--- config.mk ---
export PLATFORM = sky130hd
export DESIGN_NAME = wb_arbiter
export DESIGN_NICKNAME = d
export VERILOG_FILES = /design/src/rtl/wb_arbiter.sv
export SDC_FILE = /design/constraint.sdc
export NUM_CORES = 1
export LEC_CHECK = 0
export BUFFER_PORTS_ARGS = -buffer_cell sky130_fd_sc_hd__buf_2
export CELL_PAD_IN_SITES_DETAIL_PLACEMENT = 1
export CELL_PAD_IN_SITES_GLOBAL_PLACEMENT = 1
export CORE_AREA = 4 4 439 441
export DETAILED_ROUTE_END_ITERATION = 10
export DIE_AREA = 0 0 443 445
export GPL_TIMING_DRIVEN = 1
export HOLD_SLACK_MARGIN = 0.03
export PLACE_DENSITY_LB_ADDON = 0.25
export REMOVE_ABC_BUFFERS = 1
export SLEW_MARGIN = 15
export SYNTH_ARGS = -nofsm -noshare
export SYNTH_HDL_FRONTEND = slang
export SYNTH_SLANG_ARGS = --single-unit
--- constraint.sdc ---
create_clock -name clk -period 3.47 [get_ports clk]
set_input_delay 0.5205 -clock clk [delete_from_list [all_inputs] [get_ports clk]]
set_output_delay 0.5205 -clock clk [all_outputs]
set_load 0.005 [all_outputs]
--- src/rtl/wb_arbiter.sv ---
// wb_arbiter: round-robin writeback arbiter. Picks one finished FU result per cycle
// into a registered output stage that drives PRF writes, ROB completion and
// issue-queue wakeup. The output stage holds its result while wb_stall is high.
module wb_arbiter #(
   parameter int INST_ID_BITS = 6,
   parameter int PRN_BITS     = 6,
   parameter int MAX_OPERANDS = 3,
   parameter int FU_COUNT     = 4,
   localparam int IDX_W       = $clog2(FU_COUNT)
) (
   input  logic                    clk,
   input  logic                    rst,
   input  logic [FU_COUNT-1:0]     src_valid,
   output logic [FU_COUNT-1:0]     src_ready,
   input  logic [INST_ID_BITS-1:0] src_inst_id [FU_COUNT],
   input  logic [MAX_OPERANDS-1:0] src_wen     [FU_COUNT],
   input  logic [PRN_BITS-1:0]     src_prn     [FU_COUNT][MAX_OPERANDS],
   input  logic [63:0]             src_data    [FU_COUNT][MAX_OPERANDS],
   input  logic                    wb_stall,
   output logic [MAX_OPERANDS-1:0] prf_write_enable,
   output logic [PRN_BITS-1:0]     prf_write_prn [MAX_OPERANDS],
   output logic [63:0]             prf_write     [MAX_OPERANDS],
   output logic [MAX_OPERANDS-1:0] set_prn_ready,
   output logic [PRN_BITS-1:0]     set_prn       [MAX_OPERANDS],
   output logic                    wb_valid,
   output logic [INST_ID_BITS-1:0] wb_inst_id,
   output logic [IDX_W-1:0]        wb_src
);

   logic [IDX_W-1:0]        rr_ptr_r;
   logic                    wb_valid_r;
   logic [INST_ID_BITS-1:0] out_inst_id_r;
   logic [IDX_W-1:0]        out_src_r;
   logic [MAX_OPERANDS-1:0] out_wen_r;
   logic [PRN_BITS-1:0]     out_prn_r  [MAX_OPERANDS];
   logic [63:0]             out_data_r [MAX_OPERANDS];

   logic                    accept_s;
   logic                    found_s;
   logic                    grant_s;
   logic [IDX_W-1:0]        winner_s;
   logic [IDX_W:0]          scan_idx_s;
   logic [IDX_W-1:0]        next_ptr_s;

   // Output stage can take a new result when empty or not stalled; never during reset.
   assign accept_s = !rst && (!wb_valid_r || !wb_stall);
   assign grant_s  = accept_s && found_s;

   // Round-robin scan starting at rr_ptr, wrapping modulo FU_COUNT; first valid FU wins.
   always_comb begin
      found_s    = 1'b0;
      winner_s   = '0;
      scan_idx_s = '0;
      for (int k = 0; k < FU_COUNT; k++) begin
         scan_idx_s = {1'b0, rr_ptr_r} + (IDX_W+1)'(k);
         if (scan_idx_s >= (IDX_W+1)'(FU_COUNT)) begin
            scan_idx_s = scan_idx_s - (IDX_W+1)'(FU_COUNT);
         end else begin
            scan_idx_s = scan_idx_s;
         end
         if (!found_s && src_valid[scan_idx_s[IDX_W-1:0]]) begin
            found_s  = 1'b1;
            winner_s = scan_idx_s[IDX_W-1:0];
         end else begin
            found_s  = found_s;
            winner_s = winner_s;
         end
      end
   end

   // One-hot ready to the winning FU only; all zero when the stage cannot accept.
   always_comb begin
      src_ready = '0;
      if (grant_s) begin
         src_ready[winner_s] = 1'b1;
      end else begin
         src_ready = '0;
      end
   end

   // Pointer moves to the FU just after the winner so it gets lowest priority next.
   always_comb begin
      next_ptr_s = '0;
      if (winner_s == IDX_W'(FU_COUNT - 1)) begin
         next_ptr_s = '0;
      end else begin
         next_ptr_s = winner_s + IDX_W'(1);
      end
   end

   // Output stage and round-robin pointer: load on grant, drain when idle, hold on stall.
   always_ff @(posedge clk) begin
      if (rst) begin
         rr_ptr_r      <= '0;
         wb_valid_r    <= 1'b0;
         out_inst_id_r <= '0;
         out_src_r     <= '0;
         out_wen_r     <= '0;
         for (int k = 0; k < MAX_OPERANDS; k++) begin
            out_prn_r[k]  <= '0;
            out_data_r[k] <= '0;
         end
      end else if (grant_s) begin
         rr_ptr_r      <= next_ptr_s;
         wb_valid_r    <= 1'b1;
         out_inst_id_r <= src_inst_id[winner_s];
         out_src_r     <= winner_s;
         out_wen_r     <= src_wen[winner_s];
         for (int k = 0; k < MAX_OPERANDS; k++) begin
            out_prn_r[k]  <= src_prn[winner_s][k];
            out_data_r[k] <= src_data[winner_s][k];
         end
      end else if (accept_s) begin
         // Nothing to take: the slot empties, payload is left stale.
         wb_valid_r <= 1'b0;
      end else begin
         wb_valid_r <= wb_valid_r;
      end
   end

   assign wb_valid         = wb_valid_r;
   assign wb_inst_id       = out_inst_id_r;
   assign wb_src           = out_src_r;
   assign prf_write_enable = out_wen_r & {MAX_OPERANDS{wb_valid_r}};
   assign set_prn_ready    = out_wen_r & {MAX_OPERANDS{wb_valid_r}};
   assign prf_write_prn    = out_prn_r;
   assign set_prn          = out_prn_r;
   assign prf_write        = out_data_r;

endmodule
== Word-level counts from Yosys, hierarchy flattened ==
Cells that the tools add are included.

* Add/subtract/negate cells: 8
* Order comparisons: 11
* Eq/ne operators: 1
* Mux-type cells: 38
* Bitwise logic cells: 2
* Reduce and logical (&&, ||, !) cells: 14

{| class="wikitable"
|+ Operator list
! cell !! number
|-
| 192-bit binary-select mux with 2-bit select || 1
|-
| 192-bit two-way mux || 2
|-
| 18-bit binary-select mux with 2-bit select || 1
|-
| 18-bit two-way mux || 2
|-
| 2-bit two-way mux || 9
|-
| 2-bit by 3-bit less-than comparator with 1-bit output, second input constant || 5
|-
| 6-bit binary-select mux with 2-bit select || 1
|-
| 3-bit greater-or-equal comparator, second input constant || 4
|-
| 6-bit two-way mux || 2
|-
| 1-bit two-way mux || 11
|-
| 1-bit binary-select mux with 2-bit select || 4
|-
| 2-bit by 1-bit subtractor with 2-bit output, second input constant || 4
|-
| 2-bit by 2-bit adder with 3-bit output, second input constant || 2
|-
| 3-bit binary-select mux with 2-bit select || 1
|-
| 1-bit logical AND || 6
|-
| 1-bit logical NOT || 6
|-
| 3-bit two-way mux || 2
|-
| 4-bit two-way mux || 1
|-
| 2-bit by 1-bit adder with 3-bit output, second input constant || 1
|-
| 3-bit AND || 1
|-
| 2-bit by 3-bit greater-or-equal comparator with 1-bit output, second input constant || 1
|-
| 2-bit inverter with 3-bit output || 1
|-
| 2-bit by 1-bit adder with 2-bit output, second input constant || 1
|-
| 1-bit demux with 2-bit select || 1
|-
| other kinds (4) || 4
|}

* Register bits after elaboration: 224
* Output and inout bits: 247

== Depth between registers and ports, before layout ==
Gate-level depths: netlist of run 1.

* Depth after elaboration: 19
* Gate-level depth with buffers: 9
* Mapped depth without buffers: 7

== Worst setup path before layout of run 1 ==
Ideal clock, no wire load.

* Path type: input-to-output
* Start: input port src_valid[2]
* End: output port src_ready[3]
* Arrival time: 2.016 ns
* Data required time: 2.949 ns
* Setup slack: 0.934 ns
* Cell stages on the path: 8
* Path buffers: 3
* Cells stage by stage: nor2b_1 > or4b_1 > buf_4 > nand2_4 > buf_6 > buf_4 > ha_1 > and2_1

* Longest elaborated chain between the ends: 17
* Elaborated cells on any way between the ends: 29
* Those cells by class: order compare: 2; mux: 19; reduce/logical: 8

{| class="wikitable"
|+ Ends and longest elaborated chain
! what !! RTL line !! source
|-
| start: declaration || 13 || <nowiki>input logic [FU_COUNT-1:0] src_valid,</nowiki>
|-
| 1-bit binary-select mux with 2-bit select || 61 || <nowiki>if (!found_s && src_valid[scan_idx_s[IDX_W-1:0]]) begin</nowiki>
|-
| 1-bit two-way mux (implied by the code) || 61 ||
|-
| 1-bit two-way mux || 61 ||
|-
| 1-bit logical NOT || 61 ||
|-
| 1-bit logical AND || 61 ||
|-
| 1-bit two-way mux || 61 ||
|-
| 1-bit logical NOT || 61 ||
|-
| 1-bit logical AND || 61 ||
|-
| 1-bit two-way mux || 61 ||
|-
| 1-bit logical NOT || 61 ||
|-
| 1-bit logical AND || 61 ||
|-
| 2-bit two-way mux || 61 ||
|-
| 2-bit by 3-bit less-than comparator with 1-bit output (implied by the code) or 2-bit by 1-bit greater-or-equal comparator with 1-bit output (tied branches) || 75 || <nowiki>src_ready[winner_s] = 1'b1;</nowiki>
|-
| 1-bit logical AND (implied by the code) || 75 ||
|-
| 1-bit two-way mux (implied by the code) || 75 ||
|-
| 1-bit demux with 2-bit select || 75 ||
|-
| 4-bit two-way mux * || 74 || <nowiki>if (grant_s) begin</nowiki>
|-
| end: declaration || 14 || <nowiki>output logic [FU_COUNT-1:0] src_ready,</nowiki>
|}

Every way passes the cells marked *; elsewhere a longest branch is shown, timed or not. The select of a mux whose other input is x is not followed.

== Worst setup path in the final report of run 1 ==
* Start: register rr_ptr_r[1]
* End: output port src_ready[1]

* Longest elaborated chain between the ends: 19
* Elaborated cells on any way between the ends: 44
* Those cells by class: add/sub: 7; order compare: 6; mux: 23; reduce/logical: 8

{| class="wikitable"
|+ Ends and longest elaborated chain
! what !! RTL line !! source
|-
| start: declaration || 30 || <nowiki>logic [IDX_W-1:0] rr_ptr_r;</nowiki>
|-
| start signal: assignment || 104 || <nowiki>rr_ptr_r <= next_ptr_s;</nowiki>
|-
| branches (longest 18 deep; another with 2-bit by 1-bit adder with 3-bit output) || -- ||
|-
| 4-bit two-way mux * || 74 ||
|}

Every way passes the cells marked *. The select of a mux whose other input is x is not followed.

==> flow_metrics.env, run 1 <==
export IMPL_cts_max_level=2
export IMPL_p_sw_mw=5.59
export IMPL_syn_avg_cell_area_um2=8.37
export IMPL_ys_ff_latch=224
export IMPL_cts_buffer_depth=3
export IMPL_final_nets=3737
export IMPL_p_int_mw=8.07
export IMPL_rsz0062_at_grt="false"
export IMPL_r2r_start="rr_ptr_r[1]"
export IMPL_clock_sinks=224
export IMPL_gr_usage_all_layers=0.121
export IMPL_drt_total_wl_um=126000
export IMPL_die_h_um=445
export IMPL_ys_warn_count=0
export IMPL_critPathKind="reg2out"
export IMPL_antenna_found_initial=42
export IMPL_core_area_um2=189000
export IMPL_drc_errors=0
export IMPL_synthMuxAreaShare=0.0320
export IMPL_drtIter0Drc=908
export IMPL_power_frac_clock=0.290
export IMPL_fmax_mhz=315
export IMPL_synthesis_area_um2=15300
export IMPL_wire_per_inst_um=23.3
export IMPL_relSlewSlack=0.435
export IMPL_status="complete, no violations"
export IMPL_worstSkewPairLatency_ns=0.59
export IMPL_cp_max_fo=20
export IMPL_post_cts_buffers=0
export IMPL_crit_start="rr_ptr_r[1]"
export IMPL_dieArea_um2=197000
export IMPL_viasPerCell=3.61
export IMPL_portBuffers=1129
export IMPL_post_place_ws_ns=0.299
export IMPL_dp_cells=5324
export IMPL_min_delay_path_class="in2reg"
export IMPL_pwr_share_seq=0.263
export IMPL_ant_nets=0
export IMPL_numCtsBuffers=38
export IMPL_cts_tree="yes"
export IMPL_yosys_area_share_simple=0.221
export IMPL_hold_viol=0
export IMPL_root_buffer="clkbuf_16"
export IMPL_grt_pass1_wl_um=170000
export IMPL_postSynthCellCount=1830
export IMPL_die_x_um=443
export IMPL_routabilityCongestion=0.868
export IMPL_synth_compound_area_frac=0.372
export IMPL_synth_cell_types=36
export IMPL_syn_to_final_growth_pct=66.1
export IMPL_cp_start_kind="flip-flop"
export IMPL_grt_pass1_vias=20700
export IMPL_io_pins=1130
export IMPL_stdcell_count=5404
export IMPL_row_count=160
export IMPL_combPwrFrac=0.447
export IMPL_cp_end_kind="output port"
export IMPL_ir_worst_vdd_mv=0.337
export IMPL_power_density_nw_per_um2=537
export IMPL_drive_gt1_frac=0.511
export IMPL_drv_slew=0
export IMPL_post_route_util=0.134
export IMPL_cp_required_ns=2.95
export IMPL_ys_seq_area_frac=0.293
export IMPL_crit_arrival_ns=2.65
export IMPL_layout_setup_ws_ns=0.296
export IMPL_clk_pin_slew_worst_paths_ns=0.06
export IMPL_layout_min_cycle_time_ns=3.17
export IMPL_grt_ovfl_total=0
export IMPL_fin_skew_ns=0.0147
export IMPL_vias=19500
export IMPL_synth_xor_area_frac=0
export IMPL_synth_edf_count=0
export IMPL_drtPass1Iterations=7
export IMPL_leakage_nw=11.2
export IMPL_initial_core_util=0.0810
export IMPL_cap_viol_max_count=0
export IMPL_synthAdderAreaFrac=0.000817
export IMPL_worst_pin_slew_ns=0.843
export IMPL_finalSetupViolations=0
export IMPL_hold_start="src_data[428]"
export IMPL_ys_flop_type="dfxtp_1"
export IMPL_min_period_over_period=0.915
export IMPL_async_flop_share=0
export IMPL_grt_max_degree=68
export IMPL_sw_frac_of_total=0.409
export IMPL_post_dp_hpwl_um=102000
export IMPL_synth_top_family_by_area="compound AO/OA/AOI/OAI gates"
[per-layer routing]
layer	routed length, µm	vias up	global-route usage
li1	-	9057	-
met1	50300	9613	0.140
met2	64700	692	0.220
met3	7480	130	0.0304
met4	3100	26	0.0312
met5	159	-	0
[worst max-delay path: stages, from the launching register on]
cell	delay, ns
dfxtp_1	0.44
nand2_1	0.16
a211o_2	0.39
nand2_4	0.28
inv_8	0.16
buf_12	0.25
nor2_1	0.14
buf_2	0.18
[cells in the final DEF (no fill, tap or decap), types with 50 or more instances in the layout]
master	Yosys	routed
dfxtp_1	224	224
o31ai_1	104	104
a211oi_1	239	238
a211oi_2	102	102
and3_1	340	340
o31ai_2	66	66
o21ai_0	50	50
buf_4	39	69
nand2_1	227	226
buf_2	34	1129
[power groups by stage]
stage          clock, mW  sequential [mW]  combinational, mW
2_1_floorplan          0             3.60               2.89
3_3_place_gp           0             3.65               6.27
3_5_place_dp           0             3.67               6.27
4_1_cts             4.20             3.62               6.29
5_1_grt             4.25             3.68               6.64
6_report            3.96             3.60               6.11
[cell type report]
cell class	count	area, µm²
sequential	224	4480
antenna	16	40.0
clock buffer	60	1180
timing repair buffer	1234	6890
fill	22700	164000
inverter	1	11.3
clock inverter	4	45.0
tap	2511	3140
multi-input combinational	1354	9650
[kinds of logic after synthesis]
kind of cell	count (synthesis)
buf+inv	252
simple gates	640
mux	49
flops	224
fa+ha+maj	1
compound gates	664
[cell usage after synthesis (all sizes together), types with 2 or more instances]
cell	instances	area share
a211oi	341	0.20
and3	340	0.14
nand2	229	0.057
dfxtp	224	0.29
o31ai	170	0.10
clkbuf	160	0.039
buf	91	0.042
nand3	50	0.016
o21ai	50	0.016
a21o	49	0.024
mux2i	49	0.032
o211ai	49	0.024
nor2	5	0.0012
and2	4	0.0016
nor2b	4	0.0016
a21oi	2	0.00065
nand3b	2	0.00098
[final timing paths]
kind                                        to  slack, ns  cells after the start
worst min-delay path             prf_write[44]       0.24                      3
worst min register to register       wb_src[0]       0.44                      2
worst max register to register  prf_write[124]       0.46                      8
worst max-delay path              src_ready[1]       0.30                      7
[sequential cells by signal (all words and copies together) (netlist names)]
register	cells
out_wen_r	3
prf_write	192
prf_write_prn	18
rr_ptr_r	2
wb_inst_id	6
wb_src	2
wb_valid	1
[per-stage QoR]
stage | TNS (ns) | hold WS, ns | area (µm²) | power, mW
2_1_floorplan | -1574.37 | 0.439 | 14100 | 6.49
3_3_place_gp | 0 | 0.429 | 24200 | 9.92
3_5_place_dp | 0 | 0.433 | 24200 | 9.94
4_1_cts | 0 | 0.154 | 25400 | 14.1
5_1_grt | 0 | 0.195 | 25400 | 14.6
6_report | 0 | 0.244 | 25400 | 13.7
[what timing repair did]
| item | CTS | global route |
|---|---|---|
| resized for setup | 0 | 1 |
| hold buffers | 0 | 0 |
| hold endpoints to repair | 0 | 0 |
| endpoints found under the setup margin | 0 | 2 |
No activity file was read; power rests on OpenSTA's default activity.
==> run 2: changes to the inputs <==
- ABC_AREA: default -> 1
- CORE_AREA: 4 4 439 441 -> 4 4 441 443
- DIE_AREA: 0 0 443 445 -> 0 0 445 447
- MAX_ROUTING_LAYER: default -> met4
==> flow_metrics.env, run 2 <==
export IMPL_layout_min_cycle_time_ns=3.15
export IMPL_cts_max_level=2
export IMPL_regArea_um2=4490
export IMPL_min_delay_path_class="in2reg"
export IMPL_antenna_found_initial=97
export IMPL_clk_pin_slew_worst_paths_ns=0.06
export IMPL_fin_skew_ns=0.0276
export IMPL_layout_commonest_cell="nand3_1"
export IMPL_ant_nets=0
export IMPL_leakage_nw=14.0
export IMPL_post_dp_cell_area_um2=25100
export IMPL_hold_viol=0
export IMPL_drc_errors=0
export IMPL_hold_start="rst"
export IMPL_grt_max_degree=98
export IMPL_path_delay_family="simple AND/OR/NAND/NOR gates"
export IMPL_synth_edf_count=0
export IMPL_worstSkewPairLatency_ns=0.59
export IMPL_largest_reg_flops=192
export IMPL_post_route_util=0.139
export IMPL_post_cts_buffers=0
export IMPL_fmax_mhz=318
export IMPL_portBuffers=1129
export IMPL_cts_resized=2
export IMPL_cap_viol_max_count=0
export IMPL_initial_core_util=0.0855
export IMPL_cp_cell_sequence="buf_4 > nand2_1 > nand3_1 > nand2_1 > nor2_2 > nand3_4 > nand2_8 > nand2_8 > inv_1 > ha_1 > inv_1 > nor2_1 > buf_2"
export IMPL_final_cell_mix="nand3_1, buf_2, nand2_1"
export IMPL_cp_buffers_inverters=4
export IMPL_cp_required_ns=2.95
export IMPL_max_stage_delay_ns=0.40
export IMPL_dieArea_um2=199000
export IMPL_ys_seq_area_frac=0.276
export IMPL_cp_max_fo=11
export IMPL_die_h_um=447
export IMPL_finalSetupViolations=0
export IMPL_synthesis_area_um2=16300
export IMPL_viasPerCell=3.76
export IMPL_root_buffer="clkbuf_16"
export IMPL_drive_gt1_frac=0.343
export IMPL_async_flop_share=0
export IMPL_die_x_um=445
export IMPL_synth_area_leader_cell="nand3_1"
export IMPL_crit_arrival_ns=2.63
export IMPL_synth_cell_types=23
export IMPL_min_period_over_period=0.907
export IMPL_grt_ovfl_total=0
export IMPL_power_density_nw_per_um2=1240
export IMPL_synthTopCellsByArea="nand3_1, dfxtp_1, nand2_1"
export IMPL_cts_buffer_depth=3
export IMPL_cp_end_kind="output port"
export IMPL_io_pins=1130
export IMPL_syn_avg_cell_area_um2=5.77
export IMPL_relSlewSlack=0.414
export IMPL_routabilityCongestion=0.902
export IMPL_ys_ff_latch=224
export IMPL_gr_usage_all_layers=0.149
export IMPL_cp_start_kind="flip-flop"
export IMPL_rsz0062_at_grt="false"
export IMPL_post_dp_hpwl_um=124000
export IMPL_wire_per_inst_um=23.8
export IMPL_row_count=160
export IMPL_status="complete, no violations"
export IMPL_numCtsBuffers=37
export IMPL_critPathKind="reg2out"
export IMPL_final_nets=4706
export IMPL_drt_total_wl_um=153000
export IMPL_grt_pass1_wl_um=203000
export IMPL_cts_hold_buf=0
export IMPL_ys_warn_count=0
export IMPL_r2r_start="rr_ptr_r[1]"
export IMPL_crit_start="rr_ptr_r[0]"
export IMPL_syn_to_final_growth_pct=62.4
export IMPL_ir_worst_vdd_mv=0.706
export IMPL_final_cell_area_um2=26400
export IMPL_drtPass1Iterations=7
export IMPL_netlist_area_leader_share=0.391
export IMPL_worst_pin_slew_ns=0.879
export IMPL_postSynthCellCount=2817
export IMPL_multiInputGateArea_um2=9580
export IMPL_vias=24100
export IMPL_grt_pass1_vias=24600
export IMPL_synth_commonest_cells="nand3_1, nand2_1, dfxtp_1"
export IMPL_core_area_um2=190000
export IMPL_drtIter0Drc=1584
export IMPL_synth_most_common_cell="nand3_1"
export IMPL_cts_tree="yes"
export IMPL_total_power_mw=32.8
export IMPL_clock_sinks=224
export IMPL_ys_flop_type="dfxtp_1"
export IMPL_fillers=23600
export IMPL_drv_slew=0
export IMPL_slowest_stage="dfxtp_4"
## run 2: area by class of cell
| class | instances | area share |
|---|---|---|
| clock inverter | 10 | 0.00403 |
| antenna | 60 | 0.00569 |
| clock buffer | 53 | 0.0405 |
| tap | 2511 | 0.119 |
| timing repair buffer | 1252 | 0.267 |
| sequential | 224 | 0.170 |
| inverter | 215 | 0.0311 |
| multi-input combinational | 2092 | 0.363 |
## run 2: worst paths after layout
path                                  endpoint  slack [ns]  depth (start not counted)
worst max-delay path              src_ready[3]        0.32                         13
worst min-delay path               rr_ptr_r[0]        0.22                          2
worst max register to register  prf_write[124]        0.67                         13
worst min register to register  prf_write[159]        0.46                          2
## run 2: metal layers
metal / global-route usage / share of wire / vias to the layer above
met1: 0.182 / 0.42 / 11700
li1: - / - / 11400
met4: 0.0510 / 0.032 / 0
met3: 0.0336 / 0.064 / 158
met5: - / 0 / -
met2: 0.241 / 0.48 / 828
## run 2: metrics by stage
stage	std cells	hold slack [ns]	setup TNS [ns]	setup slack (ns)
4_1_cts	6357	0.139	0	0.114
3_5_place_dp	6294	0.458	0	0.392
5_1_grt	6409	0.174	0	0.0255
6_report	6417	0.216	0	0.323
3_3_place_gp	6294	0.456	0	0.333
2_1_floorplan	2531	0.450	-1425.76	-6.56
## run 2: logic make-up (layout without fill, tap and decap cells)
family | after synthesis | after routing | synth area share
compound gates | 12 | 12 | 0.00423
fa+ha+maj | 1 | 1 | 0.000770
buf+inv | 501 | 1530 | 0.139
flops | 224 | 224 | 0.276
other cells | 0 | 60 | 0
simple gates | 2079 | 2079 | 0.580
## run 2: report_power, final
group | internal, mW | switching [mW]
clock | 2.28 | 1.60
sequential | 3.73 | 0.736
combinational | 7.96 | 16.5
